$ cat src/rtl/simon_pkg.sv
// simon_pkg: shared constants and types for the Simon-says game engine.
package simon_pkg;

    // Colour codes and the blank code understood by the LCD controller.
    localparam logic [2:0] COLOR_0   = 3'd0;
    localparam logic [2:0] COLOR_1   = 3'd1;
    localparam logic [2:0] COLOR_2   = 3'd2;
    localparam logic [2:0] COLOR_3   = 3'd3;
    localparam logic [2:0] MSG_BLANK = 3'b100;

    // Feedback mask of the 16-bit Galois LFSR.
    localparam logic [15:0] LFSR_MASK = 16'hB400;

    // Game controller states.
    typedef enum logic [2:0] {
        IDLE,
        GEN,
        SHOW,
        GAP,
        WAIT_IN,
        PAUSE,
        WIN,
        LOSE
    } state_t;

endpackage

$ cat src/rtl/simon_lfsr.sv
// simon_lfsr: free-running 16-bit Galois LFSR; the low two bits are the colour.
module simon_lfsr
    import simon_pkg::*;
#(
    parameter logic [15:0] SEED = 16'hACE1
) (
    input  logic       clk,
    input  logic       reset,
    output logic [1:0] colour_o
);

    logic [15:0] lfsr_q;

    // Shift right every cycle, folding the mask in when a one falls out.
    always_ff @(posedge clk or posedge reset) begin
        if (reset) begin
            lfsr_q <= SEED;
        end else if (lfsr_q[0]) begin
            lfsr_q <= (lfsr_q >> 1) ^ LFSR_MASK;
        end else begin
            lfsr_q <= lfsr_q >> 1;
        end
    end

    assign colour_o = lfsr_q[1:0];

endmodule

$ cat src/rtl/simon_sequence_player.sv
// simon_sequence_player: Simon-says game engine. Grows a random colour
// sequence by one per round, plays it back to the LCD as timed colour codes,
// then checks the player's presses against it.
// Optional build macro SIMON_TIMEOUT_EN: an idle player in WAIT_IN loses
// after TIMEOUT_TICKS cycles without a correct press.
module simon_sequence_player
    import simon_pkg::*;
#(
    parameter int          MAX_LEN       = 16,
    parameter int          SHOW_TICKS    = 50_000_000,
    parameter int          GAP_TICKS     = 12_500_000,
    parameter int          TIMEOUT_TICKS = 250_000_000,
    parameter logic [15:0] LFSR_SEED     = 16'hACE1
) (
    input  logic                         clk,
    input  logic                         reset,
    input  logic                         start_i,
    input  logic [3:0]                   btn_i,
    output logic                         ready_o,
    output logic [2:0]                   mensaje_o,
    output logic [$clog2(MAX_LEN+1)-1:0] level_o,
    output logic                         busy_o,
    output logic                         win_o,
    output logic                         lose_o
);

    localparam int LW = $clog2(MAX_LEN + 1);
    // One shared timer, sized for the longest interval it may ever count.
    localparam int TICK_MAX_SG = (SHOW_TICKS > GAP_TICKS) ? SHOW_TICKS : GAP_TICKS;
    localparam int TICK_MAX    = (TICK_MAX_SG > TIMEOUT_TICKS) ? TICK_MAX_SG : TIMEOUT_TICKS;
    localparam int TW          = $clog2(TICK_MAX + 1);

    localparam logic [LW-1:0] ONE_L     = LW'(1);
    localparam logic [LW-1:0] LEN_MAX   = LW'(MAX_LEN);
    localparam logic [TW-1:0] ONE_T     = TW'(1);
    localparam logic [TW-1:0] SHOW_LOAD = TW'(SHOW_TICKS - 1);
    localparam logic [TW-1:0] GAP_LOAD  = TW'(GAP_TICKS - 1);
`ifdef SIMON_TIMEOUT_EN
    localparam logic [TW-1:0] TIMEOUT_LAST = TW'(TIMEOUT_TICKS - 1);
`endif

    state_t        state, state_nxt;
    logic [LW-1:0] len, len_nxt;
    logic [LW-1:0] idx, idx_nxt;
    logic [TW-1:0] timer, timer_nxt;
    logic [2:0]    mensaje_nxt;
    logic          ready_nxt;
    logic          seq_we;
    logic          btn_ok;
    logic [1:0]    lfsr_colour;
    logic [1:0]    show_colour;
    // Power-of-two depth so the length-wide index covers the array exactly.
    logic [1:0]    seq [2**LW];

    simon_lfsr #(
        .SEED (LFSR_SEED)
    ) u_lfsr (
        .clk      (clk),
        .reset    (reset),
        .colour_o (lfsr_colour)
    );

    // Next-state, counters and next output values.
    always_comb begin
        state_nxt = state;
        len_nxt   = len;
        idx_nxt   = idx;
        timer_nxt = timer;
        ready_nxt = ready_o;
        seq_we    = 1'b0;
        btn_ok    = (btn_i == (4'b0001 << seq[idx]));

        case (state)
            IDLE, WIN, LOSE: begin
                if (start_i) begin
                    state_nxt = GEN;
                    len_nxt   = '0;
                    timer_nxt = '0;
                    ready_nxt = 1'b1;
                end
            end
            GEN: begin
                seq_we    = 1'b1;
                len_nxt   = len + ONE_L;
                idx_nxt   = '0;
                timer_nxt = SHOW_LOAD;
                state_nxt = SHOW;
            end
            SHOW: begin
                if (timer == '0) begin
                    state_nxt = GAP;
                    timer_nxt = GAP_LOAD;
                end else begin
                    timer_nxt = timer - ONE_T;
                end
            end
            GAP: begin
                if (timer != '0) begin
                    timer_nxt = timer - ONE_T;
                end else if (idx == len - ONE_L) begin
                    state_nxt = WAIT_IN;
                    idx_nxt   = '0;
                    timer_nxt = '0;
                end else begin
                    state_nxt = SHOW;
                    idx_nxt   = idx + ONE_L;
                    timer_nxt = SHOW_LOAD;
                end
            end
            WAIT_IN: begin
                // A press always takes priority over a coincident start or timeout.
                if (btn_i != 4'b0000) begin
                    timer_nxt = '0;
                    if (!btn_ok) begin
                        state_nxt = LOSE;
                    end else if (idx < len - ONE_L) begin
                        idx_nxt = idx + ONE_L;
                    end else if (len == LEN_MAX) begin
                        state_nxt = WIN;
                    end else begin
                        state_nxt = PAUSE;
                        timer_nxt = GAP_LOAD;
                    end
                end
`ifdef SIMON_TIMEOUT_EN
                else if (timer == TIMEOUT_LAST) begin
                    state_nxt = LOSE;
                    timer_nxt = '0;
                end else begin
                    timer_nxt = timer + ONE_T;
                end
`endif
            end
            PAUSE: begin
                if (timer == '0) begin
                    state_nxt = GEN;
                end else begin
                    timer_nxt = timer - ONE_T;
                end
            end
            default: state_nxt = IDLE;
        endcase

        // Leaving GEN for SHOW, seq[len] is only being written this cycle, so bypass it.
        show_colour = ((state == GEN) && (idx_nxt == len)) ? lfsr_colour : seq[idx_nxt];
        mensaje_nxt = (state_nxt == SHOW) ? {1'b0, show_colour} : MSG_BLANK;
    end

    // State, counters and registered outputs.
    always_ff @(posedge clk or posedge reset) begin
        if (reset) begin
            state     <= IDLE;
            len       <= '0;
            idx       <= '0;
            timer     <= '0;
            mensaje_o <= MSG_BLANK;
            ready_o   <= 1'b0;
            busy_o    <= 1'b0;
            win_o     <= 1'b0;
            lose_o    <= 1'b0;
        end else begin
            state     <= state_nxt;
            len       <= len_nxt;
            idx       <= idx_nxt;
            timer     <= timer_nxt;
            mensaje_o <= mensaje_nxt;
            ready_o   <= ready_nxt;
            busy_o    <= state_nxt inside {GEN, SHOW, GAP, PAUSE};
            win_o     <= (state_nxt == WIN);
            lose_o    <= (state_nxt == LOSE);
        end
    end

    // Sequence memory: appended once per round, contents irrelevant after reset.
    always_ff @(posedge clk) begin
        if (seq_we) begin
            seq[len] <= lfsr_colour;
        end
    end

    assign level_o = len;

endmodule

$ cat config.mk
export PLATFORM = sky130hd
export DESIGN_NAME = simon_sequence_player
export DESIGN_NICKNAME = d
export VERILOG_FILES = /design/src/rtl/simon_pkg.sv /design/src/rtl/simon_lfsr.sv /design/src/rtl/simon_sequence_player.sv
export SDC_FILE = /design/constraint.sdc
export NUM_CORES = 1
export LEC_CHECK = 0
export CORE_ASPECT_RATIO = 0.6
export CORE_MARGIN = 2
export CORE_UTILIZATION = 44
export DETAILED_ROUTE_END_ITERATION = 10
export MAX_ROUTING_LAYER = met4
export PLACE_DENSITY = 0.58
export SLEW_MARGIN = 25
export SYNTH_ARGS = -nofsm -noshare
export SYNTH_HDL_FRONTEND = slang
export SYNTH_SLANG_ARGS = --single-unit
$ cat constraint.sdc
create_clock -name clk -period 8.4 [get_ports clk]
set_clock_uncertainty 0.2 [all_clocks]
set_input_delay 1.68 -clock clk [delete_from_list [all_inputs] [get_ports clk]]
set_output_delay 1.68 -clock clk [all_outputs]
set_load 0.02 [all_outputs]
==> results.sh <==
export IMPL_synth_edf_count=64
export IMPL_ys_seq_elements=128
export IMPL_hold_viol=0
export IMPL_p_per_area_nw_per_um2=295
export IMPL_start_kind="flip-flop"
export IMPL_synthTopCellsByArea="edfxtp_1, dfrtp_1, mux2i_1, nor2_1, o21ai_0"
export IMPL_hold_path_depth=0
export IMPL_grt_max_degree=65
export IMPL_postCtsHoldBufs=0
export IMPL_layout_drive_gt1_share_pct=9.57
export IMPL_start_util_pct=44.5
export IMPL_routed_wl_mm=19.0
export IMPL_synth_avg_cell_area_sq_um=10.5
export IMPL_h_tree_depth=4
export IMPL_cts_resized=0
export IMPL_drt_initial_drc_count=518
export IMPL_cp_required_ps=8520
export IMPL_drc=0
export IMPL_antenna_left=0
export IMPL_ff_latch_area_sq_um=3540
export IMPL_synthArstFlopShare_pct=50.0
export IMPL_status="finished, final reports clean"
export IMPL_power_leakage_nw=3.57
export IMPL_cp_max_fo=38
export IMPL_syn_nets=704
export IMPL_port_buffers=18
export IMPL_setup_violations=0
export IMPL_gp_congestion=0.879
export IMPL_total_power_w=0.00237
export IMPL_grt_pass1_wl_mm=29.9
export IMPL_grtUsageTotal_pct=23.5
export IMPL_worst_r2r_path_depth=14
export IMPL_yosysUniqueCellTypes=65
export IMPL_io_pins=19
export IMPL_peakVddDrop_mv=0.132
export IMPL_max_slew_worst_pin_slew_ps=1050
export IMPL_ys_seq_area_share_pct=49.4
export IMPL_period_minus_slack_ps=5800
export IMPL_rsz0062_at_grt="false"
export IMPL_yosys_warnings=0
export IMPL_numCtsBuffers=17
export IMPL_fin_tns_setup_ps=0
export IMPL_path_clk_slew_ps=60
export IMPL_die_area_sq_um=17300
export IMPL_nets=706
export IMPL_vias=5539
export IMPL_netlist_area_leader_share_pct=26.8
export IMPL_antenna_found_initial=0
export IMPL_hpwlAfterDp_mm=13.1
export IMPL_holdCritStartpoint="u_lfsr.lfsr_q[4]$_DFF_PP0_"
export IMPL_syn_area_sq_um=7160
export IMPL_dr_pass1_iters=5
export IMPL_clockRootBuffer="clkbuf_16"
export IMPL_coreArea_sq_um=16100
export IMPL_cp_arrival_ps=5920
export IMPL_hold_path_end="u_lfsr.lfsr_q[3]$_DFF_PP0_"
export IMPL_utilization_pct=49.9
export IMPL_wl_per_cell_um=20.9
export IMPL_antenna_cells=0
export IMPL_dpl_cell_area_sq_um=7400
export IMPL_fin_crit_sh_pct=69.0
export IMPL_clk_latency_ps=420
export IMPL_rows=36
export IMPL_hold_class="reg -> reg"
export IMPL_final_cells=909
export IMPL_post_cts_buffers=0
export IMPL_dpl_cell_count=877
export IMPL_die_h_um=103
export IMPL_die_x_um=169
export IMPL_synth_top_area_cell="edfxtp_1"
export IMPL_final_area_sq_um=8030
export IMPL_area_growth_pct=12.1
export IMPL_timing_rr_end="mensaje_o[0]$_DFF_PP0_"
export IMPL_grt_overflow=0
export IMPL_multi_input_area_sq_um=3340
export IMPL_nFillCells=1426
export IMPL_rr_startpoint="idx[0]$_DFF_PP0_"
export IMPL_max_cap_violations=0
export IMPL_cts_num_sinks=128
export IMPL_timing_fmax_mhz=173
export IMPL_viasPerCell=6.09
export IMPL_relSlewSlack_pct=29.7
export IMPL_synth_flop_cell="edfxtp_1"
export IMPL_maxSlewViolCount=0
export IMPL_cts_tree="done"
export IMPL_syn_inst=685
export IMPL_grt_pass1_vias=5247
export IMPL_crit_type="reg -> reg"
export IMPL_end_kind="flip-flop"
export IMPL_cts_buffer_depth=2
export IMPL_r2r_slack_ps=2600
-- cell type report --
| cell class | count | share of cell area [%] |
|---|---|---|
| flip-flops and latches | 128 | 44.0 |
| multi-input cells | 502 | 41.6 |
| clock buffers | 18 | 5.35 |
| well taps | 209 | 3.26 |
| repair buffers | 24 | 2.81 |
| clock inverters | 14 | 2.24 |
| inverters | 14 | 0.655 |
-- per-stage QoR --
step           hold slack, ps  setup WS (ps)
2_1_floorplan             131           3930
3_5_place_dp              137           2560
3_3_place_gp              137           2680
4_1_cts                   156           2650
6_report                  153           2600
5_1_grt                   164           2240
-- cells by family (layout without fill, tap and decap cells) --
logic type                 after synthesis  count (layout)  synth area share [%]
buffers and inverters                   55              70                  4.37
AOI/OAI and AO/OA                      156             156                  14.2
xor gates and xnor gates                13              13                  1.59
adders and majority gates               12              12                  2.10
muxes                                   93              93                  13.0
and+or+nand+nor                        228             228                  15.4
DFF                                    128             128                  49.4
-- cells in the mapped netlist, types with 3 or more instances --
cell type / number
o211ai_1: 3
buf_6: 6
nand3b_1: 3
and3_1: 6
or4_1: 4
o21ai_0: 58
a31oi_1: 10
dfrtp_1: 55
nand4_1: 3
nor2_1: 79
mux2i_1: 91
or3_1: 6
a21o_1: 4
nor2b_1: 6
ha_1: 12
a211oi_1: 4
xor2_1: 9
nor4_1: 14
nand2b_1: 6
buf_4: 4
a22o_1: 15
a21oi_1: 21
o22ai_1: 3
edfxtp_1: 64
o31ai_1: 8
xnor2_1: 4
o41ai_1: 6
clkbuf_1: 25
nor3_1: 21
a22oi_1: 8
nand2_1: 53
dfstp_2: 9
nand3_1: 11
inv_1: 13
-- critical path: stages (launching register included) --
cell	delay, ps
dfrtp_2	1060
mux2i_1	190
a22oi_1	290
nand2_1	100
o31ai_1	690
o21ai_0	210
a2111oi_2	560
nor4_1	90
or4_2	1110
mux2i_1	260
mux2i_1	220
mux2i_1	110
mux2i_1	240
mux2i_1	110
a211oi_1	240
-- flip-flops by register name (all words and copies together), names as in the netlist, 3 cells and up --
signal and flops:
timer 28, state 3, level_o 5, idx 5
mensaje_o 3, u_lfsr.lfsr_q 16, seq 64
-- worst max-delay path by stage --
stage / start / to / slack [ps] / depth (start not counted)
after detailed placement: btn_i[3] / mensaje_o[0]$_DFF_PP0_ / 2560 / 11
after CTS: idx[0]$_DFF_PP0_ / mensaje_o[0]$_DFF_PP0_ / 2650 / 14
after global placement: btn_i[3] / mensaje_o[0]$_DFF_PP0_ / 2680 / 11
after floorplan: btn_i[3] / mensaje_o[0]$_DFF_PP0_ / 3930 / 12
final: idx[0]$_DFF_PP0_ / mensaje_o[0]$_DFF_PP0_ / 2600 / 14
after global routing: idx[0]$_DFF_PP0_ / mensaje_o[1]$_DFF_PP0_ / 2240 / 14
-- per-layer routing --
layer	up-vias	track usage, %	wire, um
met3	17	5.07	1470
met2	216	30.6	7520
li1	2556	-	-
met4	0	5.90	167
met1	2750	36.3	9840
met5	-	-	0
-- power by group --
group / switching [W] / total, W / internal (W)
combinational: 0.000412 / 0.000712 / 0.000300
clock: 0.000303 / 0.000775 / 0.000472
sequential: 0.000149 / 0.000883 / 0.000734
total: 0.000864 / 0.00237 / 0.00151
-- cells in the final DEF (no fill, tap or decap), types with 8 or more instances in the layout --
| cell type | count |
|---|---|
| ha_1 | 12 |
| nand2_1 | 53 |
| nor2_1 | 79 |
| a22oi_1 | 8 |
| clkdlybuf4s50_1 | 18 |
| inv_1 | 12 |
| edfxtp_1 | 64 |
| o31ai_1 | 8 |
| o21ai_0 | 58 |
| nand3_1 | 11 |
| dfrtp_1 | 54 |
| a21oi_1 | 20 |
| nor3_1 | 21 |
| xor2_1 | 9 |
| a22o_1 | 15 |
| mux2i_1 | 91 |
| a31oi_1 | 10 |
| nor4_1 | 12 |
| clkbuf_16 | 17 |
| dfstp_2 | 9 |
No activity file was read; power rests on OpenSTA's default activity.
